### src/rtl/edge_detector_pkg.sv
// Shared types and constants for the edge-detector window scanner and the
// downstream Sobel stage that consumes its window index.
package edge_detector_pkg;

    typedef enum logic [1:0] {
        ST_IDLE = 2'd0,
        ST_SCAN = 2'd1,
        ST_DONE = 2'd2
    } scan_state_e;

    localparam int WIN_TAPS  = 9;
    localparam int WIN_IDX_W = 4;

    localparam logic signed [1:0] OFF_NEG  = -2'sd1;
    localparam logic signed [1:0] OFF_ZERO = 2'sd0;
    localparam logic signed [1:0] OFF_POS  = 2'sd1;

endpackage

### src/rtl/edge_detector_window_scanner_if.sv
// Beat bus carrying one 3x3 neighbour coordinate plus centre/tap sideband
// from the window scanner to the address generator.
interface edge_detector_window_scanner_if #(
    parameter int X_BITS = 7,
    parameter int Y_BITS = 7
);
    import edge_detector_pkg::*;

    logic [X_BITS-1:0]    X_o;
    logic [Y_BITS-1:0]    Y_o;
    logic [X_BITS-1:0]    CenterX_o;
    logic [Y_BITS-1:0]    CenterY_o;
    logic [WIN_IDX_W-1:0] WinIdx_o;
    logic                 valid_o;
    logic                 ready_i;
    logic                 WinLast_o;
    logic                 FrameLast_o;

    modport master (
        output X_o, Y_o, CenterX_o, CenterY_o, WinIdx_o,
        output valid_o, WinLast_o, FrameLast_o,
        input  ready_i
    );

    modport slave (
        input  X_o, Y_o, CenterX_o, CenterY_o, WinIdx_o,
        input  valid_o, WinLast_o, FrameLast_o,
        output ready_i
    );

endinterface

### src/rtl/edge_detector_win_offset.sv
// Maps a 3x3 tap index k to its signed (dx, dy) offset: dx = k/3-1, dy = k%3-1.
// Shared with the Sobel weight lookup so both sides agree on tap order.
module edge_detector_win_offset
    import edge_detector_pkg::*;
(
    input  logic [WIN_IDX_W-1:0] k_i,
    output logic signed [1:0]    dx_o,
    output logic signed [1:0]    dy_o
);

    // Row offset: taps 0-2 left column, 3-5 centre, 6-8 right.
    always_comb begin
        dx_o = OFF_ZERO;
        case (k_i)
            4'd0, 4'd1, 4'd2: dx_o = OFF_NEG;
            4'd3, 4'd4, 4'd5: dx_o = OFF_ZERO;
            4'd6, 4'd7, 4'd8: dx_o = OFF_POS;
            default:          dx_o = OFF_ZERO;
        endcase
    end

    // Column offset cycles fastest within each row of taps.
    always_comb begin
        dy_o = OFF_ZERO;
        case (k_i)
            4'd0, 4'd3, 4'd6: dy_o = OFF_NEG;
            4'd1, 4'd4, 4'd7: dy_o = OFF_ZERO;
            4'd2, 4'd5, 4'd8: dy_o = OFF_POS;
            default:          dy_o = OFF_ZERO;
        endcase
    end

endmodule

### src/rtl/edge_detector_window_scanner.sv
// Walks every interior pixel of an X_SIZE x Y_SIZE image and streams the nine
// 3x3 neighbour coordinates of each over a valid/ready beat bus.
module edge_detector_window_scanner
    import edge_detector_pkg::*;
#(
    parameter int X_SIZE = 100,
    parameter int Y_SIZE = 100
) (
    input  logic clk_i,
    input  logic rst_i,
    input  logic start_i,
    output logic busy_o,
    output logic done_o,
    edge_detector_window_scanner_if.master win_if
);

    localparam int X_BITS = $clog2(X_SIZE);
    localparam int Y_BITS = $clog2(Y_SIZE);

    localparam logic [X_BITS-1:0]    X_ZERO  = X_BITS'(0);
    localparam logic [X_BITS-1:0]    X_FIRST = X_BITS'(1);
    localparam logic [X_BITS-1:0]    X_LAST  = X_BITS'(X_SIZE - 2);
    localparam logic [Y_BITS-1:0]    Y_ZERO  = Y_BITS'(0);
    localparam logic [Y_BITS-1:0]    Y_FIRST = Y_BITS'(1);
    localparam logic [Y_BITS-1:0]    Y_LAST  = Y_BITS'(Y_SIZE - 2);
    localparam logic [WIN_IDX_W-1:0] K_ZERO  = WIN_IDX_W'(0);
    localparam logic [WIN_IDX_W-1:0] K_LAST  = WIN_IDX_W'(WIN_TAPS - 1);

    scan_state_e          state_q, state_d;
    logic [X_BITS-1:0]    cx_q, cx_d;
    logic [Y_BITS-1:0]    cy_q, cy_d;
    logic [WIN_IDX_W-1:0] k_q, k_d;
    logic [X_BITS-1:0]    x_q, x_d;
    logic [Y_BITS-1:0]    y_q, y_d;
    logic                 valid_q, valid_d;
    logic                 win_last_q, win_last_d;
    logic                 frame_last_q, frame_last_d;
    logic                 busy_q, busy_d;
    logic                 done_q, done_d;

    logic signed [1:0]    dx_s;
    logic signed [1:0]    dy_s;
    logic                 xfer_s;

    // Offsets are looked up for the next beat so every output can be a flop.
    edge_detector_win_offset u_win_offset (
        .k_i  (k_d),
        .dx_o (dx_s),
        .dy_o (dy_s)
    );

    assign xfer_s = valid_q && win_if.ready_i;

    // Next-state and window/centre counter advance.
    always_comb begin
        state_d = state_q;
        cx_d    = cx_q;
        cy_d    = cy_q;
        k_d     = k_q;
        valid_d = 1'b0;
        busy_d  = 1'b0;
        done_d  = 1'b0;
        case (state_q)
            ST_IDLE: begin
                if (start_i) begin
                    state_d = ST_SCAN;
                    cx_d    = X_FIRST;
                    cy_d    = Y_FIRST;
                    k_d     = K_ZERO;
                    valid_d = 1'b1;
                    busy_d  = 1'b1;
                end else begin
                    state_d = ST_IDLE;
                end
            end
            ST_SCAN: begin
                busy_d  = 1'b1;
                valid_d = 1'b1;
                if (xfer_s) begin
                    if (frame_last_q) begin
                        state_d = ST_DONE;
                        cx_d    = X_ZERO;
                        cy_d    = Y_ZERO;
                        k_d     = K_ZERO;
                        valid_d = 1'b0;
                        done_d  = 1'b1;
                    end else if (k_q != K_LAST) begin
                        k_d = k_q + WIN_IDX_W'(1);
                    end else begin
                        k_d = K_ZERO;
                        if (cy_q == Y_LAST) begin
                            cy_d = Y_FIRST;
                            cx_d = cx_q + X_BITS'(1);
                        end else begin
                            cy_d = cy_q + Y_BITS'(1);
                        end
                    end
                end else begin
                    state_d = ST_SCAN;
                end
            end
            ST_DONE: begin
                state_d = ST_IDLE;
            end
            default: begin
                state_d = ST_IDLE;
                cx_d    = X_ZERO;
                cy_d    = Y_ZERO;
                k_d     = K_ZERO;
            end
        endcase
    end

    // Beat payload for the next cycle; centre plus offset never leaves the image.
    always_comb begin
        x_d          = X_ZERO;
        y_d          = Y_ZERO;
        win_last_d   = 1'b0;
        frame_last_d = 1'b0;
        if (valid_d) begin
            x_d          = cx_d + X_BITS'(dx_s);
            y_d          = cy_d + Y_BITS'(dy_s);
            win_last_d   = (k_d == K_LAST);
            frame_last_d = (k_d == K_LAST) && (cx_d == X_LAST) && (cy_d == Y_LAST);
        end else begin
            x_d          = X_ZERO;
            y_d          = Y_ZERO;
            win_last_d   = 1'b0;
            frame_last_d = 1'b0;
        end
    end

    // State, counter and output registers with synchronous reset.
    always_ff @(posedge clk_i) begin
        if (rst_i) begin
            state_q      <= ST_IDLE;
            cx_q         <= X_ZERO;
            cy_q         <= Y_ZERO;
            k_q          <= K_ZERO;
            x_q          <= X_ZERO;
            y_q          <= Y_ZERO;
            valid_q      <= 1'b0;
            win_last_q   <= 1'b0;
            frame_last_q <= 1'b0;
            busy_q       <= 1'b0;
            done_q       <= 1'b0;
        end else begin
            state_q      <= state_d;
            cx_q         <= cx_d;
            cy_q         <= cy_d;
            k_q          <= k_d;
            x_q          <= x_d;
            y_q          <= y_d;
            valid_q      <= valid_d;
            win_last_q   <= win_last_d;
            frame_last_q <= frame_last_d;
            busy_q       <= busy_d;
            done_q       <= done_d;
        end
    end

    assign win_if.X_o         = x_q;
    assign win_if.Y_o         = y_q;
    assign win_if.CenterX_o   = cx_q;
    assign win_if.CenterY_o   = cy_q;
    assign win_if.WinIdx_o    = k_q;
    assign win_if.valid_o     = valid_q;
    assign win_if.WinLast_o   = win_last_q;
    assign win_if.FrameLast_o = frame_last_q;
    assign busy_o             = busy_q;
    assign done_o             = done_q;

endmodule
### src/flat_wrapper.sv
// flat-port wrapper written by rule: the top's interface ports become plain ports
module edge_detector_window_scanner_flat import edge_detector_pkg::*;
#(
    parameter int X_SIZE = 100,
    parameter int Y_SIZE = 100
)
  (clk_i, rst_i, start_i, busy_o, done_o, win_if_X_o, win_if_Y_o, win_if_CenterX_o, win_if_CenterY_o, win_if_WinIdx_o, win_if_valid_o, win_if_WinLast_o, win_if_FrameLast_o, win_if_ready_i);
  edge_detector_window_scanner_if win_if_i ();
  input  logic clk_i;
  input  logic rst_i;
  input  logic start_i;
  output logic busy_o;
  output logic done_o;
  output wire logic [$bits(win_if_i.X_o)-1:0] win_if_X_o;
  output wire logic [$bits(win_if_i.Y_o)-1:0] win_if_Y_o;
  output wire logic [$bits(win_if_i.CenterX_o)-1:0] win_if_CenterX_o;
  output wire logic [$bits(win_if_i.CenterY_o)-1:0] win_if_CenterY_o;
  output wire logic [$bits(win_if_i.WinIdx_o)-1:0] win_if_WinIdx_o;
  output wire logic [$bits(win_if_i.valid_o)-1:0] win_if_valid_o;
  output wire logic [$bits(win_if_i.WinLast_o)-1:0] win_if_WinLast_o;
  output wire logic [$bits(win_if_i.FrameLast_o)-1:0] win_if_FrameLast_o;
  input wire logic [$bits(win_if_i.ready_i)-1:0] win_if_ready_i;
  assign win_if_X_o = win_if_i.X_o;
  assign win_if_Y_o = win_if_i.Y_o;
  assign win_if_CenterX_o = win_if_i.CenterX_o;
  assign win_if_CenterY_o = win_if_i.CenterY_o;
  assign win_if_WinIdx_o = win_if_i.WinIdx_o;
  assign win_if_valid_o = win_if_i.valid_o;
  assign win_if_WinLast_o = win_if_i.WinLast_o;
  assign win_if_FrameLast_o = win_if_i.FrameLast_o;
  assign win_if_i.ready_i = win_if_ready_i;
  edge_detector_window_scanner #(.X_SIZE(X_SIZE), .Y_SIZE(Y_SIZE)) u_core (.clk_i(clk_i), .rst_i(rst_i), .start_i(start_i), .busy_o(busy_o), .done_o(done_o), .win_if(win_if_i));
endmodule
### config.mk
export PLATFORM = sky130hd
export DESIGN_NAME = edge_detector_window_scanner_flat
export DESIGN_NICKNAME = d
export VERILOG_FILES = /design/src/rtl/edge_detector_pkg.sv /design/src/rtl/edge_detector_window_scanner_if.sv /design/src/rtl/edge_detector_win_offset.sv /design/src/rtl/edge_detector_window_scanner.sv /design/src/flat_wrapper.sv
export SDC_FILE = /design/constraint.sdc
export NUM_CORES = 1
export LEC_CHECK = 0
export CORE_MARGIN = 5
export CORE_UTILIZATION = 48
export DETAILED_ROUTE_END_ITERATION = 6
export GPL_ROUTABILITY_DRIVEN = 0
export PLACE_DENSITY = 0.73
export REMOVE_ABC_BUFFERS = 1
export SLEW_MARGIN = 25
export SYNTH_ARGS = -nofsm -noshare
export SYNTH_HDL_FRONTEND = slang
export SYNTH_SLANG_ARGS = --single-unit
### constraint.sdc
create_clock -name clk_i -period 5 [get_ports clk_i]
set_clock_uncertainty 0.15 [all_clocks]
set_input_delay 0.5 -clock clk_i [delete_from_list [all_inputs] [get_ports clk_i]]
set_output_delay 0.5 -clock clk_i [all_outputs]
set_load 0.02 [all_outputs]
==> qor.csv <==
metric,value,unit
synth.largest_area_cell,dfxtp_1,
drive_gt1_share,5.72,%
fp.dieW,81.6,um
track_usage,20.8,%
diodes,0,
slowest_delay,0.51,ns
cap_violations,0,
multi_input_area,1550,sq um
synth-main-ff-cell,dfxtp_1,
critPathMostFrequentCell,mux2i_1,
postSynthAreaPerCell,8.50,sq um
pwr_density_cell,254,nW/um^2
grt_pass1_wl,10800,um
hold_violations,0,
finalInstanceArea,3060,sq um
vias_per_cell,5.69,
dpl_cell_area,2930,sq um
finalCriticalPeriod,4.31,ns
netlist_area,2460,sq um
hold_buffers,0,
pin_count,41,
register_area,781,sq um
ir_drop,0.000152,V
fin_tns_setup,0,ns
startpoint_type,flip-flop,
fp.coreArea,5040,sq um
die_y,81.6,um
antenna_found_initial,0,
initial_core_util,48.9,%
end_kind,flip-flop,
cp_max_fo,6,
portBuffers,40,
fillCellCount,461,
period_share,86.2,%
drtAntennaViolNets,0,
drv_slew,0,
cts_setup_buffers,0,
cts_tree,built,
drtIter0Drc,239,
rsz0062_at_grt,no,
worst_pin_slew,0.841,ns
dr.pass1.iters,5,
std_cell_rows,26,
critPathRequiredTime,5.07,ns
area_growth,24.4,%
pre_cts_slack,0.527,ns
hpwl,4610,um
finalNetCount,358,
drt-wirelength-per-cell,15.6,um
cts.sinks,39,
hp-class,reg -> reg,
p_leak,1.31,nW
postSynthCellCount,290,
drc,0,
cts_root_buffer,clkbuf_8,
outcome,"finished, final reports clean",
setup_viol,0,
vias,2289,
grt_overflow,0,
cts-resized-gates,0,
path_class,reg -> reg,
wl,6270,um
total_power,0.000778,W
fin_ws,0.689,ns
htreeDepth,2,
cts_made_buffers,5,
synth_top_area_share,31.7,%
grt_max_degree,22,
synthTopCellsByArea,"dfxtp_1 (32%), ha_1 (11%), nor2_1 (5.2%)",
synth_edf_count,0,
yosys_warnings,0,
clock_latency,0.30,ns
max_freq,232,MHz
layout_commonest_cell,clkdlybuf4s50_1,
placed_cells,394,
critPathSlowestCell,nor3_1,
slew_headroom,43.7,%
finalNonFillerCells,402,
synth-seq-cells,39,
clk_path_buf_depth,2,
grt_pass1_vias,2276,
crit_arrival,4.38,ns
clk_transition_reported_paths,0.09,ns
layout_common_cells,"clkdlybuf4s50_1 (40), dfxtp_1 (39), nor2_1 (34), inv_1 (25), ha_1 (21)",
ys_seq_area_share,31.7,%
die_area,6670,sq um
synthArstFlopShare,0,%
path_cells,inv_1 -> ha_1 -> and3b_1 -> nor3_1 -> mux2i_1 -> ha_1 -> mux2i_1 -> nor2_1 -> inv_1 -> fa_1 -> nor2b_1 -> o21ai_0 -> nand2b_1 -> a31oi_1 -> xnor2_1 -> mux2i_1,
synth_cell_types,54,
## critical path: cells and delay by family, from the launching register on
kind | cells | cell delay [ns]
adders and majority gates | 3 | 1.07
muxes | 3 | 0.59
DFF | 1 | 0.42
and+or+nand+nor | 5 | 1.39
buffers and inverters | 2 | 0.23
AOI/OAI and AO/OA | 2 | 0.20
xor gates and xnor gates | 1 | 0.19
## layer usage
metal / vias to the layer above / wire (um) / GRT usage, %
met5: - / 0 / 0
met4: 0 / 121 / 7.81
met3: 12 / 425 / 5.26
met2: 100 / 2820 / 32.3
met1: 1054 / 2900 / 27.6
li1: 1123 / - / -
## through the flow
stage	hold slack [ns]	utilization (%)
after global placement	0.490	58.1
after CTS	0.504	60.8
after detailed placement	0.489	58.1
final	0.510	60.8
after global routing	0.560	60.8
after floorplan	0.421	-
## registers in the layout (all words and copies together) (netlist names)
| signal | count |
|---|---|
| u_core.busy_o | 1 |
| u_core.win_if.WinIdx_o | 4 |
| u_core.win_if.WinLast_o | 1 |
| u_core.win_if.X_o | 7 |
| u_core.win_if.CenterY_o | 7 |
| u_core.state_q | 2 |
| u_core.win_if.CenterX_o | 7 |
| u_core.done_o | 1 |
| u_core.win_if.Y_o | 7 |
| u_core.win_if.FrameLast_o | 1 |
| u_core.win_if.valid_o | 1 |
## final timing paths
kind	depth (start not counted)	slack, ns	start	endpoint
worst max-delay path	16	0.69	u_core.win_if.WinIdx_o[0]	u_core.win_if.Y_o[6]
worst min register to register	2	0.51	u_core.win_if.FrameLast_o	u_core.done_o
worst min-delay path	2	0.51	u_core.win_if.FrameLast_o	u_core.done_o
worst max register to register	16	0.69	u_core.win_if.WinIdx_o[0]	u_core.win_if.Y_o[6]
## logic make-up after synthesis
group,count (synthesis),share of synthesized area [%]
DFF,39,31.7
xor gates and xnor gates,9,3.20
adders and majority gates,23,12.3
and+or+nand+nor,111,25.7
muxes,4,1.63
AOI/OAI and AO/OA,71,20.1
buffers and inverters,33,5.38
## power by group
part / internal, W / switching [W]
clock: 0.000199 / 0.000113
sequential: 0.000325 / 0.00000978
combinational: 0.0000581 / 0.0000733
total: 0.000582 / 0.000196
## synthesized netlist by cell type, drive strengths merged (3+ instances only)
cell type  instances
a31oi              6
a21oi             10
nor4               6
o21bai             3
nor2b             13
inv               25
mux2i              4
dfxtp             39
xnor2              5
or4                3
and2               7
ha                21
or3b               3
xor2               4
nor2              34
nor3               7
o22ai              4
nand2              6
nand2b             8
o21ai             16
nand3              6
a22oi              3
clkbuf             6
nand4              6
o31ai              4
a21o               5
## cell type report
type / count / area share, %
flip-flops and latches: 39 / 25.5
clock buffers: 5 / 2.25
multi-input cells: 218 / 50.6
well taps: 70 / 2.86
inverters: 25 / 3.06
repair buffers: 42 / 13.6
clock inverters: 3 / 2.20
Note: power is estimated with default switching activity, not from simulation.
